===== src/rtl/srv_tcm_arb.sv =====
// Two-port arbiter in front of one 64-bit single-port TCM macro.
// Define SRV_TCM_ARB_RR_EN for round-robin; default is fixed priority with a starvation guard.
module srv_tcm_arb #(
  parameter int AW_TCM     = 16,
  parameter int STARVE_LIM = 8
) (
  input  logic              clk,
  input  logic              reset_n,
  input  logic              p0_req_valid,
  output logic              p0_req_ready,
  input  logic              p0_req_we,
  input  logic [AW_TCM-1:0] p0_req_addr,
  input  logic [63:0]       p0_req_bwe,
  input  logic [63:0]       p0_req_wdata,
  output logic              p0_rsp_valid,
  output logic [63:0]       p0_rsp_rdata,
  input  logic              p1_req_valid,
  output logic              p1_req_ready,
  input  logic              p1_req_we,
  input  logic [AW_TCM-1:0] p1_req_addr,
  input  logic [63:0]       p1_req_bwe,
  input  logic [63:0]       p1_req_wdata,
  output logic              p1_rsp_valid,
  output logic [63:0]       p1_rsp_rdata,
  output logic              sram_ce,
  output logic              sram_we,
  output logic [AW_TCM-1:0] sram_addr,
  output logic [63:0]       sram_bwe,
  output logic [63:0]       sram_din,
  input  logic [63:0]       sram_dout
);

  logic w_v0;
  logic w_v1;
  logic w_g0;
  logic w_g1;
  logic w_any;

  // Requests are masked while in reset so every output reads 0.
  assign w_v0 = p0_req_valid & reset_n;
  assign w_v1 = p1_req_valid & reset_n;

`ifdef SRV_TCM_ARB_RR_EN
  logic r_last;

  assign w_g1 = w_v1 & (~w_v0 | ~r_last);

  always_ff @(posedge clk or negedge reset_n) begin
    if (!reset_n) begin
      r_last <= 1'b0;
    end else if (w_any) begin
      r_last <= w_g1;
    end
  end
`else
  localparam int WCW = $clog2(STARVE_LIM + 1);
  localparam logic [WCW-1:0] LIM = WCW'(STARVE_LIM);

  logic [WCW-1:0] r_wait;
  logic           w_force;

  assign w_force = (r_wait == LIM);
  assign w_g1    = w_v1 & (~w_v0 | w_force);

  always_ff @(posedge clk or negedge reset_n) begin
    if (!reset_n) begin
      r_wait <= '0;
    end else if (!w_v1 || w_g1) begin
      r_wait <= '0;
    end else if (!w_force) begin
      r_wait <= r_wait + 1'b1;
    end
  end
`endif

  assign w_g0  = w_v0 & ~w_g1;
  assign w_any = w_g0 | w_g1;

  assign p0_req_ready = w_g0;
  assign p1_req_ready = w_g1;
  assign sram_ce      = w_any;

  always_comb begin
    sram_we   = 1'b0;
    sram_addr = '0;
    sram_bwe  = '0;
    sram_din  = '0;
    unique case (1'b1)
      w_g0: begin
        sram_we   = p0_req_we;
        sram_addr = p0_req_addr;
        sram_bwe  = p0_req_bwe;
        sram_din  = p0_req_wdata;
      end
      w_g1: begin
        sram_we   = p1_req_we;
        sram_addr = p1_req_addr;
        sram_bwe  = p1_req_bwe;
        sram_din  = p1_req_wdata;
      end
      default: begin
        sram_we   = 1'b0;
      end
    endcase
  end

  logic r_rsp_vld;
  logic r_rsp_id;
  logic r_rsp_rd;

  always_ff @(posedge clk or negedge reset_n) begin
    if (!reset_n) begin
      r_rsp_vld <= 1'b0;
      r_rsp_id  <= 1'b0;
      r_rsp_rd  <= 1'b0;
    end else begin
      r_rsp_vld <= w_any;
      r_rsp_id  <= w_g1;
      r_rsp_rd  <= w_any & ~sram_we;
    end
  end

  assign p0_rsp_valid = r_rsp_vld & ~r_rsp_id;
  assign p1_rsp_valid = r_rsp_vld & r_rsp_id;
  assign p0_rsp_rdata = (p0_rsp_valid & r_rsp_rd) ? sram_dout : 64'd0;
  assign p1_rsp_rdata = (p1_rsp_valid & r_rsp_rd) ? sram_dout : 64'd0;

endmodule


===== config.mk =====
export PLATFORM = sky130hd
export DESIGN_NAME = srv_tcm_arb
export DESIGN_NICKNAME = d
export VERILOG_FILES = /design/src/rtl/srv_tcm_arb.sv
export SDC_FILE = /design/constraint.sdc
export NUM_CORES = 1
export LEC_CHECK = 0
export CAP_MARGIN = 20
export CORE_AREA = 4 4 245 247
export CTS_CLUSTER_DIAMETER = 40
export CTS_CLUSTER_SIZE = 20
export DETAILED_ROUTE_END_ITERATION = 10
export DIE_AREA = 0 0 249 251
export SLEW_MARGIN = 20
export SYNTH_ARGS = -nofsm -noshare
export SYNTH_HDL_FRONTEND = slang
export SYNTH_SLANG_ARGS = --single-unit

===== constraint.sdc =====
create_clock -name clk -period 1.8 [get_ports clk]
set_clock_uncertainty 0.1 [all_clocks]
set_input_delay 0.27 -clock clk [delete_from_list [all_inputs] [get_ports clk]]
set_output_delay 0.27 -clock clk [all_outputs]
set_load 0.03 [all_outputs]

After elaboration in Yosys (flattened, before gate mapping) --
Cells that the tools add are included.
Word-level totals: flip-flop bits (word level) 7, bits in latches 0, memory bits (writable) 0, memory bits (read-only) 0, input bits 358, output and inout bits 278, logic and storage cells 32, memories kept 0
Cells by class: add/subtract/negate cells 1, $mul 0, div/mod/pow operators 0, magnitude comparators 0, eq/ne operators 2, shifts and indexed selects 0, multiplexer cells 8, bitwise logic cells 15, reduce and logical (&&, ||, !) cells 2
Operators by type and width (count):
- 64-bit one-hot mux with 2 select lines | 2
- 64-bit 2-to-1 mux | 2
- 16-bit one-hot mux with 2 select lines | 1
- 1-bit AND | 9
- 4-bit 2-to-1 mux | 2
- 4-bit by 1-bit adder with 4-bit output (second input constant) | 1
- 4-bit equality test (second input constant) | 1
- 1-bit NOT | 4
- 2-bit by 1-bit != test with 1-bit output (second input constant) | 1
- 1-bit OR | 2
- 1-bit one-hot mux with 2 select lines | 1
- 1-bit zero test | 1
- 1-bit logical OR | 1

Depth between registers and ports, before layout --
Gate-level depths: netlist of the first run.
depth in word-level cells 9, gate-level depth with buffers 7, gate-level depth less buffers 5

Worst setup path before layout of the first run --
Ideal clock, no wire load.
path kind reg2out, start point register r_wait[0], end point output sram_addr[0], arrival 1541 ps, required time 1430 ps, path slack -111 ps, stages on the path, launching flop included 8, path buffers 2, cell sequence dfrtp_1 -> inv_1 -> ha_1 -> nand3b_4 -> a21oi_2 -> buf_4 -> buf_6 -> a22o_1
On the way: cells in the longest elaborated chain, start to end 6
RTL lines:
- start, declared | line 59 | logic [WCW-1:0] r_wait;
- start signal, assigned | line 71 | r_wait <= r_wait + 1'b1;
- 4-bit equality test (*) | line 62 | assign w_force = (r_wait == LIM);
- 1-bit OR (*) | line 63 | assign w_g1 = w_v1 & (~w_v0 | w_force);
- 1-bit AND (*) | line 63
- 1-bit NOT | line 76 | assign w_g0 = w_v0 & ~w_g1;
- 1-bit AND | line 76
- 16-bit one-hot mux with 2 select lines (*) | line 88 | unique case (1'b1)
- end, declared | line 27 | output logic [AW_TCM-1:0] sram_addr,
Mark *: on every way between the ends. The rest lies on a longest branch, timed or not.

Final worst setup path of the first run --
start point register r_wait[1], end point output sram_din[8]
On the way: cells in the longest elaborated chain, start to end 6
RTL lines:
- 4-bit equality test (*) | line 62
- 1-bit OR (*) | line 63
- 1-bit AND (*) | line 63
- 1-bit NOT | line 76
- 1-bit AND | line 76
- 64-bit one-hot mux with 2 select lines (*) | line 88
- end, declared | line 29 | output logic [63:0] sram_din,
Marks and branches as above.

==> results of run 1 <==
==> kinds of logic after synthesis <==
| logic type | share of synthesized area |
|---|---|
| adders and majority gates | 0.00892 |
| AOI/OAI and AO/OA | 0.467 |
| buffers and inverters | 0.142 |
| and+or+nand+nor | 0.314 |
| DFF | 0.0624 |
| xor gates and xnor gates | 0.00625 |
==> repair_timing <==
item                                   CTS  global route
gates cloned                             2            20
endpoints found under the hold margin    0             0
setup endpoints to repair              203           276
gates resized for setup                 92           283
setup buffers                            3             8
pin swaps                                2            96
==> path summary, 6_finish.rpt <==
| path | from | to | depth (start not counted) |
|---|---|---|---|
| worst max-delay path | r_wait[1] | sram_din[8] | 7 |
| worst min-delay path | reset_n | r_wait[1] | 2 |
| worst max register to register | r_wait[1] | r_rsp_rd | 6 |
| worst min register to register | r_wait[0] | r_wait[0] | 2 |
| max in group asynchronous | reset_n | r_rsp_vld | 2 |
| min in group clk | r_wait[0] | r_wait[0] | 2 |
==> flip-flops by register name, indices dropped and copies added, names as in the netlist <==
signal / count
r_rsp_id: 1
r_rsp_rd: 1
r_rsp_vld: 1
r_wait: 4
==> power groups by stage <==
stage                     clock [uW]  combinational (uW)  sequential, uW
after global routing             392                3080             168
after CTS                        383                2680             167
after floorplan                    0                1020             168
after global placement             0                2540             169
final                            379                2960             167
after detailed placement           0                2550             169
==> critical path, cell delays in order (launching register included) <==
cell,delay (ns)
dfrtp_1,0.37
inv_1,0.07
ha_2,0.19
nand3b_4,0.11
o211a_4,0.31
buf_12,0.18
a22o_4,0.27
buf_12,0.14
==> through the flow <==
step           hold slack [ns]  power (uW)  cells  instance area (um^2)
3_5_place_dp             0.438        2720   1739                 10600
3_3_place_gp             0.423        2710   1739                 10600
6_report                 0.299        3510   1782                 12700
5_1_grt                  0.333        3640   1777                 12700
4_1_cts                  0.294        3230   1748                 11100
2_1_floorplan           -0.126        1190    351                  3350
==> layout make-up <==
cell class	count	area, um^2
diodes	6	15.0
clock buffers	4	78.8
fillers	6159	44900
inverters	5	18.8
multi-input cells	294	3330
flip-flops and latches	7	175
well taps	765	957
repair buffers	701	8090
==> cells in the final DEF (no fill, tap or decap), drive strengths merged, types with 3 or more instances in the layout <==
cell           Yosys  routed
a22o             145     145
and2             129     129
buf               33     330
clkbuf            12      18
clkdlybuf4s50      0     355
dfrtp              7       7
diode              0       6
inv                5       5
nand2              3       3
nor3               4       4
==> routing by layer <==
| layer | wire length (um) | vias to the layer above | global-route usage |
|---|---|---|---|
| met1 | 12200 | 2682 | 0.0897 |
| li1 | - | 2660 | - |
| met3 | 3550 | 54 | 0.0359 |
| met4 | 1520 | 2 | 0.0298 |
| met2 | 17000 | 482 | 0.148 |
| met5 | 13 | - | 0 |
==> run summary, run 1 <==
Status = finished with violations
Failing checks = setup timing
Asr flop ratio synth = 1.00
Required @ worst endpoint = 1.43 ns
Nets = 1,372
Cells after Synth = 351
Pwr dens = 277 mW/mm^2
Worst Max-Slew Pin Slew = 0.438 ns
I/O pin count = 636
Total wire length = 34,300 um
Max_slew headroom = 0.705
IO buf count = 635
Static Leak = 0.00547 uW
CP Class = register to output port
First-pass GRT wire length = 39,700 um
Final GP Congestion = 0.976
Post-DP HPWL = 26,100 um
Final Cycle Share = 1.27
Yosys reg bits = 7
Top-count cell post-synth = a22o_1
Unrepaired setup endpoints after global routing = true
Hold_buf cts = 0
Final setup fails = 224
Net Sw Frac = 0.382
Clock power frac = 0.108
Final setup TNS = -69.95 ns
GR Util All Layers = 0.0839
CTS tree = built
WL/cell = 19.2 um
Root buffer cell = clkbuf_16
CTS clock-pin slew for the worst setup and hold paths = 0.04 ns
Detailed Routing Iterations Pass 1 = 4
Largest area contributor in the netlist = a22o_1
Die Area = 0.0625 mm^2
Starting Density = 0.0487
Final antenna-violating net count = 0
Hold WC Path Type = input port to async pin
Fin util = 0.220
Number of distinct library cells after synthesis = 22
Num CTS Buffers = 3
Fin. Hold Viols = 0
Post-Syn Nets = 711
Area growth from synthesis to layout = 352%
EDFF count, synth = 0
Drt drc = 0
Clock latency on the worst-skew pair = 0.23 ns
Post-Syn Area = 0.00281 mm^2
Pint = 2170 uW
Share of layout cells above drive strength 1 = 0.593
Commonest register cell after synthesis = dfrtp_1
Worst setup margin = -0.493 ns
Pre-CTS setup slack = -0.564 ns
Logic pwr share = 0.844
Total number of vias = 5,880
Most frequent cells after synthesis = 145 x a22o_1, 129 x and2_1, 25 x buf_6, 12 x clkbuf_1, 7 x dfrtp_1
CORE AREA = 0.0576 mm^2
Synth top area cells = a22o_1 45%, and2_1 29%, buf_6 10%
GRT overflow = 0
Fmax = 436 MHz
Die Wd = 249 um
Vias in the first global route = 6,011
Max_cap viols = 0
Sequential fraction of the synthesis area = 0.0624
Clock sinks = 7
Via density = 3.30
CTS Buffer Depth = 2
Maximum VDD drop = 0.156 mV
1st-iter DRT viols = 223
Largest net degree at the start of global routing = 65
Crit. End Element = output port
Htree depth = 1
Setup crit start kind = register
Initial antenna violation count = 8
Min Clock Period, post-route = 2.29 ns
Area share of the leading cell type in the synthesized netlist = 0.453
Die Height = 251 um
Synthesized area per cell = 7.99 um^2
R2R Setup Slk = 0.16 ns
Seq pwr share = 0.048
Critical Path AT = 1.92 ns
Rows = 88
Yosys warns = 0
Max-slew violations = 0
Crit path max fanout = 35
NetSw = 1340 uW
(Power assumes the default switching activity.)
==> run 2: changes to the inputs <==
--- a/config.mk
+++ b/config.mk
@@ -8,7 +8,7 @@
 export CAP_MARGIN = 20
 export CORE_AREA = 4 4 245 247
 export CTS_CLUSTER_DIAMETER = 40
-export CTS_CLUSTER_SIZE = 20
+export CTS_CLUSTER_SIZE = 12
 export DETAILED_ROUTE_END_ITERATION = 10
 export DIE_AREA = 0 0 249 251
 export SLEW_MARGIN = 20
==> results of run 2 <==
The final DEF is identical to that of run 1; final timing and power are the same.
